**config.mk**
```make
export PLATFORM = sky130hd
export DESIGN_NAME = dec_seq_ctrl_flat
export DESIGN_NICKNAME = d
export VERILOG_FILES = /design/src/rtl/dec_seq_ctrl_if.sv /design/src/rtl/dec_seq_ctrl.sv /design/src/flat_wrapper.sv
export SDC_FILE = /design/constraint.sdc
export NUM_CORES = 1
export LEC_CHECK = 0
export CAP_MARGIN = 20
export CORE_UTILIZATION = 41
export CTS_BUF_LIST = sky130_fd_sc_hd__clkbuf_2
export DETAILED_ROUTE_END_ITERATION = 7
export PLACE_DENSITY = 0.88
export REMOVE_ABC_BUFFERS = 1
export SLEW_MARGIN = 20
export SYNTH_ARGS = -nofsm -noshare
export SYNTH_HDL_FRONTEND = slang
export SYNTH_SLANG_ARGS = --single-unit
```
**constraint.sdc**
```tcl
create_clock -name clk_i -period 1.8 [get_ports clk_i]
set_input_delay 0.45 -clock clk_i [delete_from_list [all_inputs] [get_ports clk_i]]
set_output_delay 0.45 -clock clk_i [all_outputs]
set_load 0.005 [all_outputs]
```
**src/rtl/dec_seq_ctrl_if.sv**
```systemverilog
// dec_seq_ctrl_if: upstream and downstream valid/ready handshakes of the decoder sequencer.
//   in_valid / in_ready / in_codeword            codeword accepted from upstream
//   out_valid / out_ready / out_data /
//   out_num_of_errors                            decoded result presented downstream
// Modports: master = traffic source/sink (upstream producer + downstream consumer),
//           slave  = the sequencer itself.
interface dec_seq_ctrl_if #(
    parameter int unsigned DATA_W = 32
) ();
    logic              in_valid;
    logic              in_ready;
    logic [DATA_W-1:0] in_codeword;
    logic              out_valid;
    logic              out_ready;
    logic [DATA_W-1:0] out_data;
    logic [1:0]        out_num_of_errors;

    modport master (
        output in_valid,
        output in_codeword,
        output out_ready,
        input  in_ready,
        input  out_valid,
        input  out_data,
        input  out_num_of_errors
    );

    modport slave (
        input  in_valid,
        input  in_codeword,
        input  out_ready,
        output in_ready,
        output out_valid,
        output out_data,
        output out_num_of_errors
    );
endinterface

```
**src/rtl/dec_seq_ctrl.sv**
```systemverilog
// dec_seq_ctrl: sequencer in front of the decoder core.
//   Accepts one codeword per in_valid/in_ready handshake, holds it on core_codeword_o,
//   waits CORE_LAT cycles, captures the core's corrected data and error class, then
//   presents the result on an out_valid/out_ready handshake.
// Ports:
//   clk_i                 clock, all state on the rising edge
//   rst_ni                asynchronous active-low reset
//   bus_io                upstream/downstream handshakes (dec_seq_ctrl_if.slave)
//   core_codeword_o       registered codeword driven into the decoder core
//   core_num_of_errors_i  core class: 00 none, 01 single fixed, 1x uncorrectable
//   core_data_out_i       core corrected data
//   busy_o                high whenever a word is in flight
//   cnt_clr_i             synchronous clear of the statistics counters
//   cnt_single_o          corrected-word count (saturating)
//   cnt_multi_o           uncorrectable-word count (saturating)
// Configuration: define DEC_STATS_EN to build the statistics counters; otherwise
//   cnt_clr_i is ignored and both counter outputs are tied to zero.
module dec_seq_ctrl #(
    parameter int unsigned DATA_W   = 32,
    parameter int unsigned CORE_LAT = 1,
    parameter int unsigned CNT_W    = 16
) (
    input  logic              clk_i,
    input  logic              rst_ni,
    dec_seq_ctrl_if.slave     bus_io,
    output logic [DATA_W-1:0] core_codeword_o,
    input  logic [1:0]        core_num_of_errors_i,
    input  logic [DATA_W-1:0] core_data_out_i,
    output logic              busy_o,
    input  logic              cnt_clr_i,
    output logic [CNT_W-1:0]  cnt_single_o,
    output logic [CNT_W-1:0]  cnt_multi_o
);
    localparam int unsigned     LatW    = $clog2(CORE_LAT + 1);
    localparam logic [LatW-1:0] LatLoad = LatW'(CORE_LAT);

    typedef enum logic [1:0] {StIdle, StWait, StHold} state_e;

    state_e            state_q;
    logic [LatW-1:0]   wait_cnt_q;
    logic [DATA_W-1:0] core_cw_q;
    logic [DATA_W-1:0] out_data_q;
    logic [1:0]        out_err_q;
    logic              out_valid_q;
    logic              in_ready_q;
    logic              busy_q;

    logic [DATA_W-1:0] res_data;
    logic [1:0]        res_err;

    // Classes 10 and 11 are both uncorrectable: report 10 and never pass core data through.
    always_comb begin
        res_err  = core_num_of_errors_i;
        res_data = core_data_out_i;
        if (core_num_of_errors_i[1]) begin
            res_err  = 2'b10;
            res_data = '0;
        end
    end

    always_ff @(posedge clk_i or negedge rst_ni) begin
        if (!rst_ni) begin
            state_q     <= StIdle;
            wait_cnt_q  <= '0;
            core_cw_q   <= '0;
            out_data_q  <= '0;
            out_err_q   <= 2'b00;
            out_valid_q <= 1'b0;
            in_ready_q  <= 1'b1;
            busy_q      <= 1'b0;
        end else begin
            unique case (state_q)
                StIdle: begin
                    if (bus_io.in_valid) begin
                        core_cw_q  <= bus_io.in_codeword;
                        wait_cnt_q <= LatLoad;
                        in_ready_q <= 1'b0;
                        busy_q     <= 1'b1;
                        state_q    <= StWait;
                    end
                end
                StWait: begin
                    wait_cnt_q <= wait_cnt_q - LatW'(1);
                    // Last wait cycle: core outputs for core_cw_q are valid at this edge.
                    if (wait_cnt_q == LatW'(1)) begin
                        out_data_q  <= res_data;
                        out_err_q   <= res_err;
                        out_valid_q <= 1'b1;
                        state_q     <= StHold;
                    end
                end
                StHold: begin
                    if (bus_io.out_ready) begin
                        out_valid_q <= 1'b0;
                        in_ready_q  <= 1'b1;
                        busy_q      <= 1'b0;
                        state_q     <= StIdle;
                    end
                end
                default: begin
                    out_valid_q <= 1'b0;
                    in_ready_q  <= 1'b1;
                    busy_q      <= 1'b0;
                    state_q     <= StIdle;
                end
            endcase
        end
    end

    assign bus_io.in_ready          = in_ready_q;
    assign bus_io.out_valid         = out_valid_q;
    assign bus_io.out_data          = out_data_q;
    assign bus_io.out_num_of_errors = out_err_q;
    assign core_codeword_o          = core_cw_q;
    assign busy_o                   = busy_q;

`ifdef DEC_STATS_EN
    logic             out_hs;
    logic [CNT_W-1:0] cnt_single_q, cnt_single_d;
    logic [CNT_W-1:0] cnt_multi_q, cnt_multi_d;

    assign out_hs = out_valid_q & bus_io.out_ready;

    // Clear has priority over a same-cycle increment; both counters stick at all-ones.
    always_comb begin
        cnt_single_d = cnt_single_q;
        cnt_multi_d  = cnt_multi_q;
        if (cnt_clr_i) begin
            cnt_single_d = '0;
            cnt_multi_d  = '0;
        end else if (out_hs) begin
            if (out_err_q == 2'b01 && cnt_single_q != '1) begin
                cnt_single_d = cnt_single_q + CNT_W'(1);
            end
            if (out_err_q == 2'b10 && cnt_multi_q != '1) begin
                cnt_multi_d = cnt_multi_q + CNT_W'(1);
            end
        end
    end

    always_ff @(posedge clk_i or negedge rst_ni) begin
        if (!rst_ni) begin
            cnt_single_q <= '0;
            cnt_multi_q  <= '0;
        end else begin
            cnt_single_q <= cnt_single_d;
            cnt_multi_q  <= cnt_multi_d;
        end
    end

    assign cnt_single_o = cnt_single_q;
    assign cnt_multi_o  = cnt_multi_q;
`else
    logic unused_cnt_clr;
    assign unused_cnt_clr = cnt_clr_i;
    assign cnt_single_o   = '0;
    assign cnt_multi_o    = '0;
`endif

endmodule
```
**src/flat_wrapper.sv**
```systemverilog
// flat-port wrapper written by rule: the top's interface ports become plain ports
module dec_seq_ctrl_flat 
#(
    parameter int unsigned DATA_W   = 32,
    parameter int unsigned CORE_LAT = 1,
    parameter int unsigned CNT_W    = 16
)
  (clk_i, rst_ni, core_codeword_o, core_num_of_errors_i, core_data_out_i, busy_o, cnt_clr_i, cnt_single_o, cnt_multi_o, bus_io_in_valid, bus_io_in_codeword, bus_io_out_ready, bus_io_in_ready, bus_io_out_valid, bus_io_out_data, bus_io_out_num_of_errors);
  dec_seq_ctrl_if #(.DATA_W(DATA_W)) bus_io_i ();
  input  logic clk_i;
  input  logic rst_ni;
  output logic [DATA_W-1:0] core_codeword_o;
  input  logic [1:0] core_num_of_errors_i;
  input  logic [DATA_W-1:0] core_data_out_i;
  output logic busy_o;
  input  logic cnt_clr_i;
  output logic [CNT_W-1:0] cnt_single_o;
  output logic [CNT_W-1:0] cnt_multi_o;
  input wire logic [$bits(bus_io_i.in_valid)-1:0] bus_io_in_valid;
  input wire logic [$bits(bus_io_i.in_codeword)-1:0] bus_io_in_codeword;
  input wire logic [$bits(bus_io_i.out_ready)-1:0] bus_io_out_ready;
  output wire logic [$bits(bus_io_i.in_ready)-1:0] bus_io_in_ready;
  output wire logic [$bits(bus_io_i.out_valid)-1:0] bus_io_out_valid;
  output wire logic [$bits(bus_io_i.out_data)-1:0] bus_io_out_data;
  output wire logic [$bits(bus_io_i.out_num_of_errors)-1:0] bus_io_out_num_of_errors;
  assign bus_io_i.in_valid = bus_io_in_valid;
  assign bus_io_i.in_codeword = bus_io_in_codeword;
  assign bus_io_i.out_ready = bus_io_out_ready;
  assign bus_io_in_ready = bus_io_i.in_ready;
  assign bus_io_out_valid = bus_io_i.out_valid;
  assign bus_io_out_data = bus_io_i.out_data;
  assign bus_io_out_num_of_errors = bus_io_i.out_num_of_errors;
  dec_seq_ctrl #(.DATA_W(DATA_W), .CORE_LAT(CORE_LAT), .CNT_W(CNT_W)) u_core (.clk_i(clk_i), .rst_ni(rst_ni), .bus_io(bus_io_i), .core_codeword_o(core_codeword_o), .core_num_of_errors_i(core_num_of_errors_i), .core_data_out_i(core_data_out_i), .busy_o(busy_o), .cnt_clr_i(cnt_clr_i), .cnt_single_o(cnt_single_o), .cnt_multi_o(cnt_multi_o));
endmodule
```
# Word-level counts from Yosys, hierarchy flattened
# Cells that the tools add are included.
# Widths: inputs -> output; s select.
# totals
ff_bits	72
latchBits	0
ram_bits	0
rom_bits	0
inputBits	71
out_inout_bits	101
elab_cells	39
memories	0
# op_classes
addsub	1
mul	0
div_mod_pow	0
magnitude_cmp	0
eq_ne	5
shift	0
muxes	15
bitwise	2
reduce_logical	8
# op_table
operator	count
$mux 32	1
$pmux 1 s3	3
$reduce_and 3->1	3
$mux 2	4
$pmux 2 s3	1
$reduce_and 2->1	3
$mux 1	5
$ne 2x2->1 const B	2
$eq 2x1->1 const B	1
$eq 2x2->1 const B	1
$logic_not 2->1	1
$ne 2x1->1 const B	1
$not 1->1	2
$pmux 1 s2	1
$reduce_bool 2->1	1
$sub 1x1->1 const B	1

# Logic depth before layout (Yosys ltp)
# depth
depth_word	3
depth_mapped	6
ltp_nobuf	3

# Worst setup path after synthesis
# Ideal clock, no wire load.
# synth_timing
path_kind	input to register
startpoint	input port bus_io_in_valid
endpoint	register u_core.core_cw_q[0], in the netlist u_core.core_codeword_o[0]
setup_time_ns	0.125
arrival_time_ns	1.300
t_required_ns	1.675
slack_ns	0.375
path_stages	5
path_buffers	2
cell_sequence	nor2b_2 > nor2b_4 > buf_6 > buf_12 > mux2_4
# synth_between
elab_chain_len	1
# synth_rtl
item	line	text
start, declared	flat_wrapper.sv:19	input wire logic [$bits(bus_io_i.in_valid)-1:0] bus_io_in_valid;
$reduce_and 2->1 (no line)	n/a	
end signal, assigned	dec_seq_ctrl.sv:75	core_cw_q <= bus_io.in_codeword;
end, declared	dec_seq_ctrl.sv:41	logic [DATA_W-1:0] core_cw_q;
# Every way passes these cells.
# A chain may end at the register's enable or synchronous reset.

# Worst setup path after layout
# layout_timing
startpoint	register u_core.in_ready_q, in the netlist u_core.bus_io.in_ready
endpoint	output port bus_io_in_ready
# layout_rtl
item	line	text
start, declared	dec_seq_ctrl.sv:45	logic in_ready_q;
start signal, assigned	dec_seq_ctrl.sv:69	in_ready_q <= 1'b1;
start signal, assigned	dec_seq_ctrl.sv:77	in_ready_q <= 1'b0;
start signal, assigned	dec_seq_ctrl.sv:95	in_ready_q <= 1'b1;
end, declared	flat_wrapper.sv:22	output wire logic [$bits(bus_io_i.in_ready)-1:0] bus_io_in_ready;
# No word-level cell between the ends.

==> results.sh <==
export IMPL_sequentialPowerShare=0.400
export IMPL_fmax_ghz=0.590
export IMPL_track_usage=0.193
export IMPL_cp_slowest_cell="dfstp_2"
export IMPL_crit_family="flip-flops"
export IMPL_cp_num_buf_inv=1
export IMPL_max_cap_violations=0
export IMPL_fp_dieW_um=91.4
export IMPL_grt_setup_unrepaired="no"
export IMPL_min_period_ns=1.70
export IMPL_ff2ff_setup_slack_ns=0.17
export IMPL_hold_slack_ns=0.406
export IMPL_setup_viol=0
export IMPL_grt_pass1_vias=2478
export IMPL_critPathLaunchType="flip-flop"
export IMPL_synth_edff_count=0
export IMPL_drc=0
export IMPL_synth_seq_cells=72
export IMPL_cts_buffers=9
export IMPL_startpoint="u_core.bus_io.in_ready"
export IMPL_post_place_ws_ns=-0.249
export IMPL_worstPathArrival_ns=1.25
export IMPL_syn_to_final_growth_pct=50.2
export IMPL_synthFlopType="dfrtp_1"
export IMPL_path_clk_slew_ns=0.19
export IMPL_hold_class="in2async"
export IMPL_pin_count=172
export IMPL_cts_tree="yes"
export IMPL_crit_chain="clkdlybuf4s15_1"
export IMPL_avgRoutedWirePerCell_um=13.9
export IMPL_ys_seq_area_frac=0.550
export IMPL_syn_avg_cell_area_sq_um=12.0
export IMPL_power_frac_clock=0.121
export IMPL_grt_overflow=0
export IMPL_synth_common_cells="dfrtp_1 (71), nand2_1 (36), o21ai_0 (34)"
export IMPL_antenna_found_initial=0
export IMPL_gp_congestion=0.745
export IMPL_worstReg2RegStart="u_core.state_q[1]"
export IMPL_cpPeakStageDelay_ns=0.57
export IMPL_core_area_sq_um=7730
export IMPL_ir_worst_vdd_uv=690
export IMPL_routed_wl_mm=7.76
export IMPL_reg2reg_to="u_core.core_codeword_o[28]"
export IMPL_skew_ns=0.0225
export IMPL_grt_max_degree=70
export IMPL_worstPathMaxFanout=2
export IMPL_outcome="complete, no violations"
export IMPL_viasPerCell=4.49
export IMPL_die_h_um=91.4
export IMPL_dp_final_hpwl_mm=5.30
export IMPL_cts_root_buf="clkbuf_2"
export IMPL_start_util=0.424
export IMPL_dieArea_sq_um=8350
export IMPL_drv_slew=0
export IMPL_fillerInstances=601
export IMPL_fin_nets=520
export IMPL_sw_frac_of_total=0.316
export IMPL_h_tree_depth=3
export IMPL_fin_crit_sh=0.942
export IMPL_synth_top_area_frac=0.542
export IMPL_ff2ff_path_depth=4
export IMPL_layout_drive_gt1_share=0.207
export IMPL_cp_end_kind="output port"
export IMPL_yosysMostFrequentCell="dfrtp_1"
export IMPL_critPathRequiredTime_ns=1.35
export IMPL_diodes=0
export IMPL_grt_pass1_wl_mm=12.5
export IMPL_combPwrFrac=0.479
export IMPL_hold_violations=0
export IMPL_critical_path_class="reg2out"
export IMPL_placed_area_sq_um=4630
export IMPL_p_leak_nw=2.47
export IMPL_power_switching_mw=2.25
export IMPL_ys_types=25
export IMPL_worst_setup_path_endpoint="bus_io_in_ready"
export IMPL_clk_latency_ns=0.47
export IMPL_crit_cells=1
export IMPL_power_density_nw_per_um2=1450
export IMPL_yosys_area_top_type="dfrtp_1"
export IMPL_ant_nets=0
export IMPL_drt_pass1_iter_count=4
export IMPL_cts_num_sinks=72
export IMPL_syn_area_sq_um=3280
export IMPL_fin_ws_ns=0.104
export IMPL_async_flop_share=1.00
export IMPL_synthTopCellsByArea="dfrtp_1 (54%), mux2_4 (14%), buf_4 (7.6%), nand2b_1 (6.3%), o21ai_0 (5.2%)"
export IMPL_initialDrtViolationCount=45
export IMPL_p_int_mw=4.88
export IMPL_yosys_warnings=0
export IMPL_via_count=2499
export IMPL_rows=32
export IMPL_port_buffers=138
export IMPL_final_cell_area_sq_um=4920
export IMPL_cts_path_max_buffers=2
export IMPL_syn_inst=273
-- worst register-to-register path, cell delays in order, from the launching register on --
cell and delay (ns):
dfrtp_1 0.51, nor2b_2 0.19, nor2b_4 0.19, buf_12 0.25, mux2_2 0.37
-- registers in the layout (all words and copies together), names as in the netlist --
name,flops
u_core.wait_cnt_q,1
u_core.bus_io.in_ready,1
u_core.core_codeword_o,32
u_core.bus_io.out_data,32
u_core.bus_io.out_valid,1
u_core.bus_io.out_num_of_errors,2
u_core.busy_o,1
u_core.state_q,2
-- power groups by stage --
| stage | clock (mW) | sequential [mW] | combinational [mW] |
|---|---|---|---|
| 2_1_floorplan | 0 | 2.93 | 1.27 |
| 5_1_grt | 0.970 | 2.94 | 3.71 |
| 6_report | 0.863 | 2.85 | 3.41 |
| 3_5_place_dp | 0 | 2.93 | 3.36 |
| 3_3_place_gp | 0 | 2.90 | 3.23 |
| 4_1_cts | 0.897 | 2.82 | 3.44 |
-- area by class of cell --
| cell class | count | area (sq um) | share of cell area |
|---|---|---|---|
| flip-flops and latches | 72 | 1800 | 0.366 |
| repair buffers | 181 | 1670 | 0.339 |
| multi-input cells | 182 | 1210 | 0.246 |
| well taps | 102 | 128 | 0.0259 |
| clock buffers | 11 | 55.1 | 0.0112 |
| clock inverters | 5 | 48.8 | 0.00991 |
| inverters | 3 | 11.3 | 0.00229 |
-- layer usage --
layer / vias to the layer above / wire length [um] / global-route usage
met5: - / 0 / 0
met4: 0 / 78 / 0.0437
met3: 9 / 647 / 0.0771
met2: 136 / 3690 / 0.318
met1: 1174 / 3340 / 0.237
li1: 1180 / - / -
-- cell usage in the layout (no fill, tap or decap), types with 2 or more instances in the layout --
master           synthesis  final
dfrtp_1                 71     71
buf_12                   3      4
a21oi_1                  2      2
nand2_1                 36     36
clkdlybuf4s50_1          0     68
nor2_1                   4      4
mux2_2                   3      3
mux2_4                  30     30
o21ai_0                 34     34
dlygate4sd2_1            0     68
buf_4                   33     38
clkinv_2                 0      3
conb_1                   1     32
inv_1                    3      3
clkbuf_2                 0     11
nand2b_1                33     33
-- per-stage QoR --
stage                     power, mW  TNS (ns)   util  cells
after floorplan                4.19    -13.20      -    257
after global placement         6.13     -5.50  0.599    504
after detailed placement       6.29     -6.65  0.599    504
after CTS                      7.15         0  0.637    556
after global routing           7.62         0  0.637    556
final                          7.13         0  0.637    556
-- what timing repair did --
action                                  in CTS  in global routing
gates resized for setup                     69                  1
buffers inserted                            35                  0
hold buffers                                 1                  0
endpoints found under the setup margin      69                  1
endpoints found under the hold margin       11                  0
-- logic make-up (layout without fill, tap and decap cells) --
group / Yosys count / in the layout / share of synthesized area
flip-flops: 72 / 72 / 0.550
other: 1 / 32 / 0.00114
AND/OR/NAND/NOR: 76 / 76 / 0.118
multiplexers: 34 / 34 / 0.151
AO/OA/AOI/OAI: 40 / 40 / 0.0641
buffers and inverters: 50 / 200 / 0.116
-- worst min-delay path by stage --
stage	endpoint	startpoint	cells after the start
2_1_floorplan	u_core.bus_io.out_data[0]	rst_ni	0
3_3_place_gp	u_core.bus_io.out_data[31]	rst_ni	1
3_5_place_dp	u_core.bus_io.out_data[26]	rst_ni	1
4_1_cts	u_core.busy_o	rst_ni	2
5_1_grt	u_core.bus_io.out_data[31]	rst_ni	2
6_report	u_core.busy_o	rst_ni	2
Power figures use the tool's default switching activity.
